<file path="src/rtl/esm_dispatch_buffer.sv">
// esm_dispatch_buffer: instruction slot buffer between allocation, the IRT/IDT core and dispatch.
// Ports: clk/rst (sync, active-high); in_valid/in_ready/Instr_in/ALUSrc/RegWrite/buffer_index
// allocate the lowest FREE slot; ready_valid/ready_index/ready_ack accept a slot from the core;
// disp_valid/disp_ready/disp_instr/disp_ALUSrc/disp_RegWrite/disp_index form the registered
// dispatch output; cmpl_valid/cmpl_index free an ISSUED slot; occupancy counts non-FREE slots;
// proto_err is a sticky protocol error. Defining ESM_DISPATCH_STATS_EN adds the saturating
// counters stat_dispatched and stat_stall.
module esm_dispatch_buffer #(
  parameter int Instr_word_size = 32,
  parameter int bs = 16,
  localparam int IW = $clog2(bs)
) (
  input  logic                       clk,
  input  logic                       rst,
  input  logic                       in_valid,
  output logic                       in_ready,
  input  logic [Instr_word_size-1:0] Instr_in,
  input  logic                       ALUSrc,
  input  logic                       RegWrite,
  output logic [IW-1:0]              buffer_index,
  input  logic                       ready_valid,
  input  logic [IW-1:0]              ready_index,
  output logic                       ready_ack,
  output logic                       disp_valid,
  input  logic                       disp_ready,
  output logic [Instr_word_size-1:0] disp_instr,
  output logic                       disp_ALUSrc,
  output logic                       disp_RegWrite,
  output logic [IW-1:0]              disp_index,
  input  logic                       cmpl_valid,
  input  logic [IW-1:0]              cmpl_index,
  output logic [IW:0]                occupancy,
  output logic                       proto_err
`ifdef ESM_DISPATCH_STATS_EN
  ,
  output logic [31:0]                stat_dispatched,
  output logic [31:0]                stat_stall
`endif
);
  typedef enum logic [1:0] {FREE, WAIT, ISSUED} slot_e;
  localparam int EW = Instr_word_size + 2;
  slot_e st_q [bs];
  slot_e st_d [bs];
  logic [EW-1:0] ent_q [bs];
  logic [EW-1:0] disp_ent_q;
  logic [IW-1:0] disp_idx_q;
  logic disp_valid_q, err_q, err_d;
  logic [IW:0] occ_q, occ_d;
  logic alloc, rd_wait, cmpl_ok;
  // Slot states and output-side registers
  always_ff @(posedge clk) begin
    if (rst) begin
      for (int i = 0; i < bs; i++) st_q[i] <= FREE;
      disp_valid_q <= 1'b0;
      disp_ent_q <= '0;
      disp_idx_q <= '0;
      occ_q <= '0;
      err_q <= 1'b0;
    end else begin
      for (int i = 0; i < bs; i++) st_q[i] <= st_d[i];
      occ_q <= occ_d;
      err_q <= err_d;
      if (ready_ack) begin
        disp_valid_q <= 1'b1;
        disp_ent_q <= ent_q[ready_index];
        disp_idx_q <= ready_index;
      end else if (disp_ready) disp_valid_q <= 1'b0;
    end
  end
  // Payload storage needs no reset: a slot is only read after it has been written
  always_ff @(posedge clk) if (alloc) ent_q[buffer_index] <= {ALUSrc, RegWrite, Instr_in};
  // Allocation pick, handshakes and error detection
  always_comb begin
    in_ready = 1'b0;
    buffer_index = '0;
    for (int i = bs - 1; i >= 0; i--)
      if (st_q[i] == FREE) begin
        in_ready = 1'b1;
        buffer_index = IW'(i);
      end
    alloc = in_valid & in_ready;
    rd_wait = st_q[ready_index] == WAIT;
    ready_ack = ready_valid & rd_wait & (!disp_valid_q | disp_ready);
    cmpl_ok = cmpl_valid & (st_q[cmpl_index] == ISSUED);
    err_d = err_q | (ready_valid & !rd_wait) | (cmpl_valid & !cmpl_ok);
    occ_d = occ_q + (IW + 1)'(alloc) - (IW + 1)'(cmpl_ok);
  end
  // The three events always target distinct slots, so their updates never collide
  always_comb begin
    for (int i = 0; i < bs; i++) st_d[i] = st_q[i];
    if (alloc) st_d[buffer_index] = WAIT;
    if (ready_ack) st_d[ready_index] = ISSUED;
    if (cmpl_ok) st_d[cmpl_index] = FREE;
  end
  assign disp_valid = disp_valid_q;
  assign {disp_ALUSrc, disp_RegWrite, disp_instr} = disp_ent_q;
  assign disp_index = disp_idx_q;
  assign occupancy = occ_q;
  assign proto_err = err_q;
`ifdef ESM_DISPATCH_STATS_EN
  logic [31:0] sd_q, ss_q;
  always_ff @(posedge clk) begin
    if (rst) begin
      sd_q <= '0;
      ss_q <= '0;
    end else begin
      if (disp_valid_q && disp_ready && !(&sd_q)) sd_q <= sd_q + 32'd1;
      if (in_valid && !in_ready && !(&ss_q)) ss_q <= ss_q + 32'd1;
    end
  end
  assign stat_dispatched = sd_q;
  assign stat_stall = ss_q;
`endif
endmodule

</file>
<file path="config.mk">
export PLATFORM = sky130hd
export DESIGN_NAME = esm_dispatch_buffer
export DESIGN_NICKNAME = d
export VERILOG_FILES = /design/src/rtl/esm_dispatch_buffer.sv
export SDC_FILE = /design/constraint.sdc
export NUM_CORES = 1
export LEC_CHECK = 0
export BUFFER_PORTS_ARGS = -buffer_cell sky130_fd_sc_hd__buf_2
export CELL_PAD_IN_SITES_DETAIL_PLACEMENT = 0
export CELL_PAD_IN_SITES_GLOBAL_PLACEMENT = 1
export CORE_MARGIN = 10
export CORE_UTILIZATION = 40
export CTS_CLUSTER_DIAMETER = 80
export DETAILED_ROUTE_END_ITERATION = 6
export PLACE_DENSITY_LB_ADDON = 0.1
export SLEW_MARGIN = 25
export SYNTH_ARGS = -nofsm -noshare
export SYNTH_HDL_FRONTEND = slang
export SYNTH_SLANG_ARGS = --single-unit
</file>
<file path="constraint.sdc">
create_clock -name clk -period 8.5 [get_ports clk]
set_clock_uncertainty 0.05 [all_clocks]
set_input_delay 1.7 -clock clk [delete_from_list [all_inputs] [get_ports clk]]
set_output_delay 1.7 -clock clk [all_outputs]
set_load 0.1 [all_outputs]
</file>
==> flow_metrics.tcl, run 1 <==
set metrics [dict create \
    hold_violations 0 \
    worst_hold_slack_ps 407.5 \
    p_seq_share_pct 50.9 \
    p_leak_uw 0.009135 \
    drt-initial-drc-count 909 \
    syn_nets 1235 \
    tightest_slew_ps 900.2 \
    overflow 0 \
    min_path_type "flip-flop to flip-flop" \
    post_cts_buffers 0 \
    synth_cell_type_count 53 \
    switchingPower_uw 1404 \
    cts.path.max_buffers 3 \
    dieHeight_um 266.3 \
    cp.required_ps 6750 \
    power_uw 6591 \
    grt_first_pass_wirelength_um 87830 \
    rsz0062_at_grt "false" \
    via_count 12090 \
    status "finished clean" \
    powerDensity_nw_per_um2 235.7 \
    report.final.slew_viol_count 0 \
    place_inst 2028 \
    path_buf_inv 3 \
    reg2reg_depth 6 \
    cts_tree "yes" \
    grt_pass1_vias 12570 \
    path_class "primary input to primary output" \
    fin_util_pct 46.42 \
    syn_area_per_cell_um2 20.55 \
    io_buffers 98 \
    wire_per_inst_um 27.98 \
    grt.total_usage_pct 17.06 \
    synth_top_family_by_area "multiplexers" \
    die-area_um2 70930 \
    startpoint "ready_index[0]" \
    die_x_um 266.3 \
    layout_min_cycle_time_ps 5769 \
    sw_frac_of_total_pct 21.30 \
    hold_start "disp_index[1]" \
    cap_viol_max_count 0 \
    ioPinCount 99 \
    max_slew_margin_pct 39.98 \
    p_int_uw 5187 \
    synth-xor-area-share_pct 0.1443 \
    coreArea_um2 60250 \
    synth-async-reset-ratio_pct 0 \
    syn_area_um2 24270 \
    synth-seq-cells 621 \
    clk_pin_slew_ps 60 \
    final_cell_mix "544 x edfxtp_1, 185 x mux4_2, 95 x buf_2, 77 x dfxtp_1, 69 x clkbuf_16" \
    path_depth 7 \
    drtAntennaViolNets 0 \
    layout-drive-gt1-share_pct 31.65 \
    ys.flop_type "edfxtp_1" \
    crit_chain "buf_8, mux4_2, nor2b_1, mux4_2, nand3_2, inv_2, buf_2" \
    start_util_pct 40.29 \
    hpwl_um 31480 \
    rows 90 \
    layoutNonFillerInstCount 2151 \
    htree_levels 3 \
    routed_wl_um 60190 \
    fill_cells 5012 \
    p_comb_share_pct 5.9 \
    hold_buffers 0 \
    cp_slowest_cell "mux4_2" \
    antenna_found_initial 5 \
    synthesis.instances 1181 \
    layout_commonest_cell "edfxtp_1" \
    crit_family "multiplexers" \
    cts-buffers-inserted 68 \
    insertion_delay_ps 590 \
    cp_max_fo 60 \
    synthSimpleGateAreaFrac_pct 3.021 \
    max_freq_mhz 173.3 \
    synth_compound_area_share_pct 2.598 \
    cts.sinks 621 \
    worstSetupStartpointType "primary input" \
    cp-end-kind "primary output" \
    cts-root-buf "clkbuf_16" \
    tns_ps 0 \
    yosysWarnings 0 \
    nNetsFinal 1371 \
    cpMostUsedCell "mux4_2" \
    syn_to_final_growth_pct 15.22 \
    crit_arrival_ps 4020 \
    clockPowerShare_pct 43.2 \
    globalplace.congestion 0.7898 \
    ir_drop_mv 0.1145 \
    r2r_start "st_q[12][0]" \
    ys_seq_area_share_pct 73.66 \
    synthAdderAreaFrac_pct 0.3402 \
    synth_mux_area_share_pct 18.80 \
    synth_edf_count 544 \
    fin_crit_sh_pct 67.87 \
    drcViolationCount 0 \
    finalSetupViolations 0 \
    holdPathStages 2 \
    viasPerCell 5.618 \
    first_pass_iters 5 \
    grt_max_degree 69 \
    max_stage_delay_ps 580 \
    ctsResizeCount 0 \
]
## through the flow
step	instance area [um2]	setup slack (ps)
after detailed placement	25790	2651
after global routing	27960	2577
after global placement	25760	2686
final	27960	2731
after floorplan	24270	2355
after CTS	27930	2649
## sequential cells by signal, summed over array words and instances, names as in the netlist
name        count
disp_ent_q     34
disp_index      4
disp_valid      1
ent_q         544
occupancy       5
proto_err       1
st_q           32
## per-layer routing
layer | wire length (um) | part of all wire, % | vias up | global-route usage (%)
li1 | - | - | 5164 | -
met1 | 26320 | 44 | 6505 | 23.03
met2 | 29360 | 49 | 316 | 27.88
met3 | 3131 | 5.2 | 94 | 2.943
met4 | 1334 | 2.2 | 6 | 5.219
met5 | 36 | 0.060 | - | 0
## logic make-up (layout without fill, tap and decap cells)
kind of cell	Yosys count	count (layout)
flops	621	621
mux	224	224
simple gates	155	155
compound gates	90	90
buf+inv	81	268
fa+ha+maj	6	6
xor+xnor	4	4
other cells	0	1
## layout make-up
type                            instances  area, um2  area share, %
Antenna cell                            1      2.502       0.008949
Sequential cell                       621      17880          63.93
Clock inverter                         29      292.8          1.047
Inverter                               21      80.08         0.2864
Multi-Input combinational cell        479       6132          21.93
Timing Repair Buffer                  126      758.2          2.711
Clock buffer                           92       1843          6.591
Tap cell                              782      978.4          3.499
## cells in the mapped netlist (7+ instances only)
library cell / count / area share [%]
nor3_1: 19 / 0.39
mux4_2: 185 / 17
buf_2: 12 / 0.25
a211oi_1: 8 / 0.25
edfxtp_1: 544 / 67
o22ai_1: 9 / 0.23
a21oi_1: 24 / 0.49
inv_1: 20 / 0.31
nand3_1: 7 / 0.14
buf_1: 14 / 0.22
nor2_1: 68 / 1.1
clkbuf_1: 30 / 0.46
dfxtp_1: 77 / 6.4
nand2_1: 18 / 0.28
o21a_1: 7 / 0.22
mux2i_1: 34 / 1.4
nor2b_1: 10 / 0.26
## worst min-delay path, delay by kind of cell, from the launching register on
kind | cells | cell delay, ps
flip-flops | 1 | 310
AO/OA/AOI/OAI | 1 | 60
AND/OR/NAND/NOR | 1 | 50
## power by group through the flow
stage | Combinational, uW | Clock [uW] | Sequential [uW]
2_1_floorplan | 212 | 0 | 3490
3_3_place_gp | 392 | 0 | 3420
5_1_grt | 421 | 3040 | 3360
6_report | 389 | 2840 | 3360
3_5_place_dp | 396 | 0 | 3420
4_1_cts | 396 | 2920 | 3360
## path summary, 6_finish.rpt
path / endpoint / slack (ps)
hold reg to reg: disp_index[1] / 410
setup / recovery: ready_ack / 2730
hold / removal: disp_index[1] / 410
setup reg to reg: ent_q[9][13] / 4960
Note: power is estimated with default switching activity, not from simulation.
==> run 2: changes to the inputs <==
==> constraint.sdc (replaced) <==
create_clock -name clk -period 6.05 [get_ports clk]
set_clock_uncertainty 0.05 [all_clocks]
set_input_delay 1.21 -clock clk [delete_from_list [all_inputs] [get_ports clk]]
set_output_delay 1.21 -clock clk [all_outputs]
set_load 0.1 [all_outputs]
==> run 2 against run 1 <==
Against the previous run: via count is 0.38% lower; hold slack got worse by 5.8 ps; routed wire length is 0.32% lower; clock power increased by 42%; final area rose by 0.21%; total power rose by 41%; sequential share of layout area fell by 0.13 points; global-route usage grew 0.15 points; critical path type unchanged; largest power group unchanged.
==> flow_metrics.tcl, run 2 (synthesis gave the netlist of run 1 again) <==
set metrics [dict create \
    max_slew_margin_pct 33.49 \
    clk_pin_slew_ps 50 \
    via_count 12040 \
    rsz0062_at_grt "false" \
    min_path_type "flip-flop to flip-flop" \
    first_pass_iters 7 \
    power_uw 9294 \
    cp_slowest_cell "mux4_2" \
    status "finished clean" \
    die-area_um2 70930 \
    cp-end-kind "primary output" \
    grt_max_degree 97 \
    layout_min_cycle_time_ps 4612 \
    cts-root-buf "clkbuf_16" \
    hold_start "disp_index[2]" \
    layout_commonest_cell "edfxtp_1" \
    viasPerCell 5.589 \
    timing.rr.end "ent_q[8][30]" \
    rows 90 \
    min_to "disp_index[2]" \
    fin_util_pct 46.51 \
    top_regs "ent_q: 544 flops, disp_ent_q: 34 flops, st_q: 32 flops" \
    max_freq_mhz 216.8 \
    largest_reg_flops 544 \
    grt_pass1_vias 12710 \
    cp_max_fo 52 \
    report.final.slew_viol_count 0 \
    ctsResizeCount 0 \
    r2r_start "st_q[3][0]" \
    layout-drive-gt1-share_pct 31.75 \
    cts.sinks 621 \
    p_comb_share_pct 5.9 \
    max_stage_delay_ps 570 \
    cpMostUsedCell "mux4_2" \
    post_cts_buffers 0 \
    cap_viol_max_count 0 \
    grt.total_usage_pct 17.21 \
    overflow 0 \
    cts_tree "yes" \
    regMostFlops "ent_q" \
    ioPinCount 99 \
    worstSetupStartpointType "primary input" \
    path_class "primary input to primary output" \
    nNetsFinal 1369 \
    antenna_found_initial 7 \
    tns_ps 0 \
    cp.required_ps 4790 \
    syn_to_final_growth_pct 15.46 \
    holdPathStages 2 \
    htree_levels 3 \
    dieHeight_um 266.3 \
    powerDensity_nw_per_um2 331.7 \
    fill_cells 5098 \
    ff2ff_setup_slack_ps 2500 \
    reg2reg_depth 5 \
    tightest_slew_ps 997.6 \
    start_util_pct 40.29 \
    hold_buffers 0 \
    ir_drop_mv 0.1596 \
    worst_hold_slack_ps 401.7 \
    wire_per_inst_um 27.85 \
    io_buffers 98 \
    globalplace.congestion 0.8673 \
    sw_frac_of_total_pct 21.89 \
    crit_chain "buf_8, mux4_2, nor2b_1, mux4_2, nand3_2, inv_2, buf_12" \
    final_cell_mix "544 x edfxtp_1, 185 x mux4_2, 94 x buf_2, 77 x dfxtp_1, 72 x clkbuf_16" \
    fin_crit_sh_pct 76.22 \
    switchingPower_uw 2035 \
    p_seq_share_pct 50.8 \
    finalSetupViolations 0 \
    cts.path.max_buffers 3 \
    die_x_um 266.3 \
    drcViolationCount 0 \
    grt_first_pass_wirelength_um 88580 \
    routed_wl_um 59990 \
    crit_arrival_ps 3350 \
    drtAntennaViolNets 0 \
    hpwl_um 31100 \
    clockPowerShare_pct 43.3 \
    p_leak_uw 0.009142 \
    cts-buffers-inserted 69 \
    coreArea_um2 60250 \
    insertion_delay_ps 600 \
    drt-initial-drc-count 849 \
    p_int_uw 7259 \
    hold_violations 0 \
]
-- run 2: cell types whose count changed in the layout (fill, tap and decap cells not counted), sizes merged --
cell	change
bufinv	-2
buf	-3
inv	+2
clkinv	+4
clkbuf	-1
diode	+1
clkinvlp	+2
-- run 2: final cells by class --
class	count	area, um2	area share [%]
Clock buffer	91	1873	6.684
Inverter	21	80.08	0.2858
Multi-Input combinational cell	479	6132	21.88
Timing Repair Buffer	123	780.7	2.786
Tap cell	782	978.4	3.492
Antenna cell	2	5.005	0.01786
Clock inverter	35	295.3	1.054
Sequential cell	621	17880	63.80
-- run 2: stage by stage --
stage / setup slack [ps] / instance area (um2) / std cells
after global placement: 1405 / 25770 / 2023
after floorplan: 395.4 / 24270 / 1181
after detailed placement: 1388 / 25840 / 2026
after global routing: 1298 / 28020 / 2152
final: 1438 / 28020 / 2154
after CTS: 1387 / 28010 / 2152
-- run 2: routing by layer --
layer / GRT usage [%] / share of wire [%]
met3: 3.202 / 5.1
met4: 7.072 / 3.3
met2: 27.74 / 48
met5: 0 / 0.072
met1: 22.70 / 43
-- run 2: how the worst max path moves through the flow --
stage	from	to	slack, ps	cells past startpoint
6_report	ready_index[0]	ready_ack	1440	7
5_1_grt	ready_index[0]	ready_ack	1300	7
4_1_cts	ready_index[0]	ready_ack	1390	7
3_5_place_dp	ready_index[0]	ready_ack	1390	7
3_3_place_gp	ready_index[0]	ready_ack	1400	7
2_1_floorplan	in_valid	ent_q[13][0]	400	4
-- run 2: worst max-delay path: cells and delay by family --
kind / cells / cell delay (ps)
multiplexers: 2 / 1100
buffers and inverters: 3 / 690
AND/OR/NAND/NOR: 2 / 310
-- run 2: power groups by stage --
| stage | clock, uW | combinational [uW] | sequential [uW] |
|---|---|---|---|
| after floorplan | 0 | 297 | 4900 |
| after global placement | 0 | 557 | 4810 |
| after detailed placement | 0 | 563 | 4810 |
| after CTS | 4130 | 564 | 4720 |
| after global routing | 4320 | 596 | 4720 |
| final | 4020 | 552 | 4720 |
==> run 3: changes to the inputs <==
==> constraint.sdc (replaced) <==
create_clock -name clk -period 4.4 [get_ports clk]
set_clock_uncertainty 0.05 [all_clocks]
set_input_delay 0.88 -clock clk [delete_from_list [all_inputs] [get_ports clk]]
set_output_delay 0.88 -clock clk [all_outputs]
set_load 0.1 [all_outputs]
==> run 3 against run 2 <==
Against the previous run: routed wire length down 0.31%; sequential cell count unchanged; sequential share of layout area down 0.42 points; critical path type is now flip-flop to primary output; clock power up 43%; final cell count up 0.19%; highest routed layer unchanged; total power up 40%.
==> flow_metrics.tcl, run 3 (synthesis gave the netlist of run 1 again) <==
set metrics [dict create \
    grt_max_degree 138 \
    antennaDiodeCount 0 \
    place_inst 2031 \
    cp-end-kind "primary output" \
    clk_pin_slew_ps 60 \
    cts.sinks 621 \
    hpwl_um 31180 \
    layoutNonFillerInstCount 2158 \
    cts-buffers-inserted 70 \
    viasPerCell 5.576 \
    antenna_found_initial 3 \
    cp_slowest_cell "a21oi_1" \
    drcViolationCount 0 \
    path_depth 5 \
    fill_cells 5034 \
    routed_wl_um 59800 \
    coreArea_um2 60250 \
    globalplace.congestion 0.8765 \
    syn_to_final_growth_pct 16.22 \
    layout_min_cycle_time_ps 3694 \
    overflow 0 \
    insertion_delay_ps 590 \
    status "finished clean" \
    ctsResizeCount 0 \
    tightest_slew_ps 1014 \
    rows 90 \
    r2r_start "st_q[3][0]" \
    grt_pass1_vias 12770 \
    dieHeight_um 266.3 \
    top_regs "ent_q: 544 flops, disp_ent_q: 34 flops, st_q: 32 flops" \
    path_class "flip-flop to primary output" \
    min_path_type "flip-flop to flip-flop" \
    cts.path.max_buffers 3 \
    crit_end "buffer_index[1]" \
    max_freq_mhz 270.7 \
    finalSetupViolations 0 \
    cp_max_fo 6 \
    hold_violations 0 \
    ir_drop_mv 0.2658 \
    drt-initial-drc-count 921 \
    timing.rr.end "occupancy[4]" \
    start_util_pct 40.29 \
    fin_crit_sh_pct 83.95 \
    post_cts_buffers 0 \
    path_buf_inv 1 \
    max_stage_delay_ps 630 \
    layout_setup_ws_ps 706.2 \
    max_slew_margin_pct 32.40 \
    grt_first_pass_wirelength_um 88630 \
    powerDensity_nw_per_um2 460.1 \
    htree_levels 3 \
    regMostFlops "ent_q" \
    startpoint "st_q[4][0]" \
    io_buffers 98 \
    cts-root-buf "clkbuf_16" \
    die_x_um 266.3 \
    layout-drive-gt1-share_pct 32.63 \
    ioPinCount 99 \
    crit_arrival_ps 2760 \
    fin_util_pct 46.82 \
    largest_reg_flops 544 \
    report.final.slew_viol_count 0 \
    layout_commonest_cell "edfxtp_1" \
    wire_per_inst_um 27.71 \
    rsz0062_at_grt "false" \
    cap_viol_max_count 0 \
    hold_buffers 0 \
    drtAntennaViolNets 0 \
    final_cell_mix "544 x edfxtp_1, 185 x mux4_2, 94 x buf_2, 77 x dfxtp_1, 72 x clkbuf_16" \
    worstSetupStartpointType "flip-flop" \
    power_uw 12980 \
    cts_tree "yes" \
    post-place-ws_ps 171.4 \
    via_count 12030 \
    first_pass_iters 5 \
    grt.total_usage_pct 17.16 \
    crit_family "compound AO/OA/AOI/OAI gates" \
    p_leak_uw 0.009241 \
    ff2ff_setup_slack_ps 950 \
    cp.required_ps 3470 \
    worst_hold_slack_ps 399.7 \
    nNetsFinal 1375 \
    die-area_um2 70930 \
    reg2reg_depth 15 \
    crit_chain "o22ai_1, o21ba_2, a21oi_1, nor2_2, buf_2" \
]
-- run 3: cell count changes in the layout (fill, tap and decap cells not counted), moves of 2 or more --
cell / before / now
clkbuf_1: 19 / 15
diode_2: 2 / 0
clkinv_1: 13 / 10
buf_12: 3 / 10
bufinv_16: 4 / 6
clkinvlp_4: 4 / 2
clkinv_2: 10 / 15
clkbuf_8: 0 / 4
buf_16: 2 / 0
-- run 3: worst min path at each step --
stage | start | end | slack, ps | depth (start not counted)
finish | disp_index[2] | disp_index[2] | 400 | 2
global route | disp_index[2] | disp_index[2] | 430 | 2
CTS | disp_index[2] | disp_index[2] | 400 | 2
detailed placement | disp_index[2] | disp_index[2] | 400 | 2
global placement | disp_index[2] | disp_index[2] | 390 | 2
floorplan | st_q[12][1] | st_q[12][1] | 400 | 2
-- run 3: power by group --
| part | internal (uW) | switching [uW] | total [uW] |
|---|---|---|---|
| registers | 6460 | 29.2 | 6490 |
| clock network | 3420 | 2300 | 5730 |
| logic | 280 | 478 | 758 |
-- run 3: stage by stage --
stage	area, um2	setup TNS (ps)
6_report	28210	0
3_3_place_gp	25940	0
2_1_floorplan	24280	-1858
3_5_place_dp	25940	0
5_1_grt	28210	0
4_1_cts	28200	0
-- run 3: worst reg2reg max path, delay by kind of cell, from the launching register on --
kind	cells	cell delay (ps)
fa+ha+maj	3	830
mux	2	770
simple gates	4	740
flops	1	410
buf+inv	3	180
compound gates	2	170
xor+xnor	1	150
-- run 3: cell type report --
type                    count  area, um2  share of cell area, %
clock buffers              91       1913                  6.782
clock inverters            36      345.3                  1.224
inverters                  21      80.08                 0.2839
multi-input cells         479       6143                  21.78
flip-flops and latches    621      17880                  63.38
well taps                 782      978.4                  3.469
repair buffers            128      869.6                  3.083
-- run 3: per-layer routing --
metal | vias up | part of all wire (%) | global-route usage (%)
met5 | - | 0.033 | 0
met4 | 4 | 2.1 | 4.663
met3 | 105 | 5.0 | 3.386
met2 | 308 | 49 | 27.66
met1 | 6430 | 44 | 23.46
li1 | 5186 | - | -
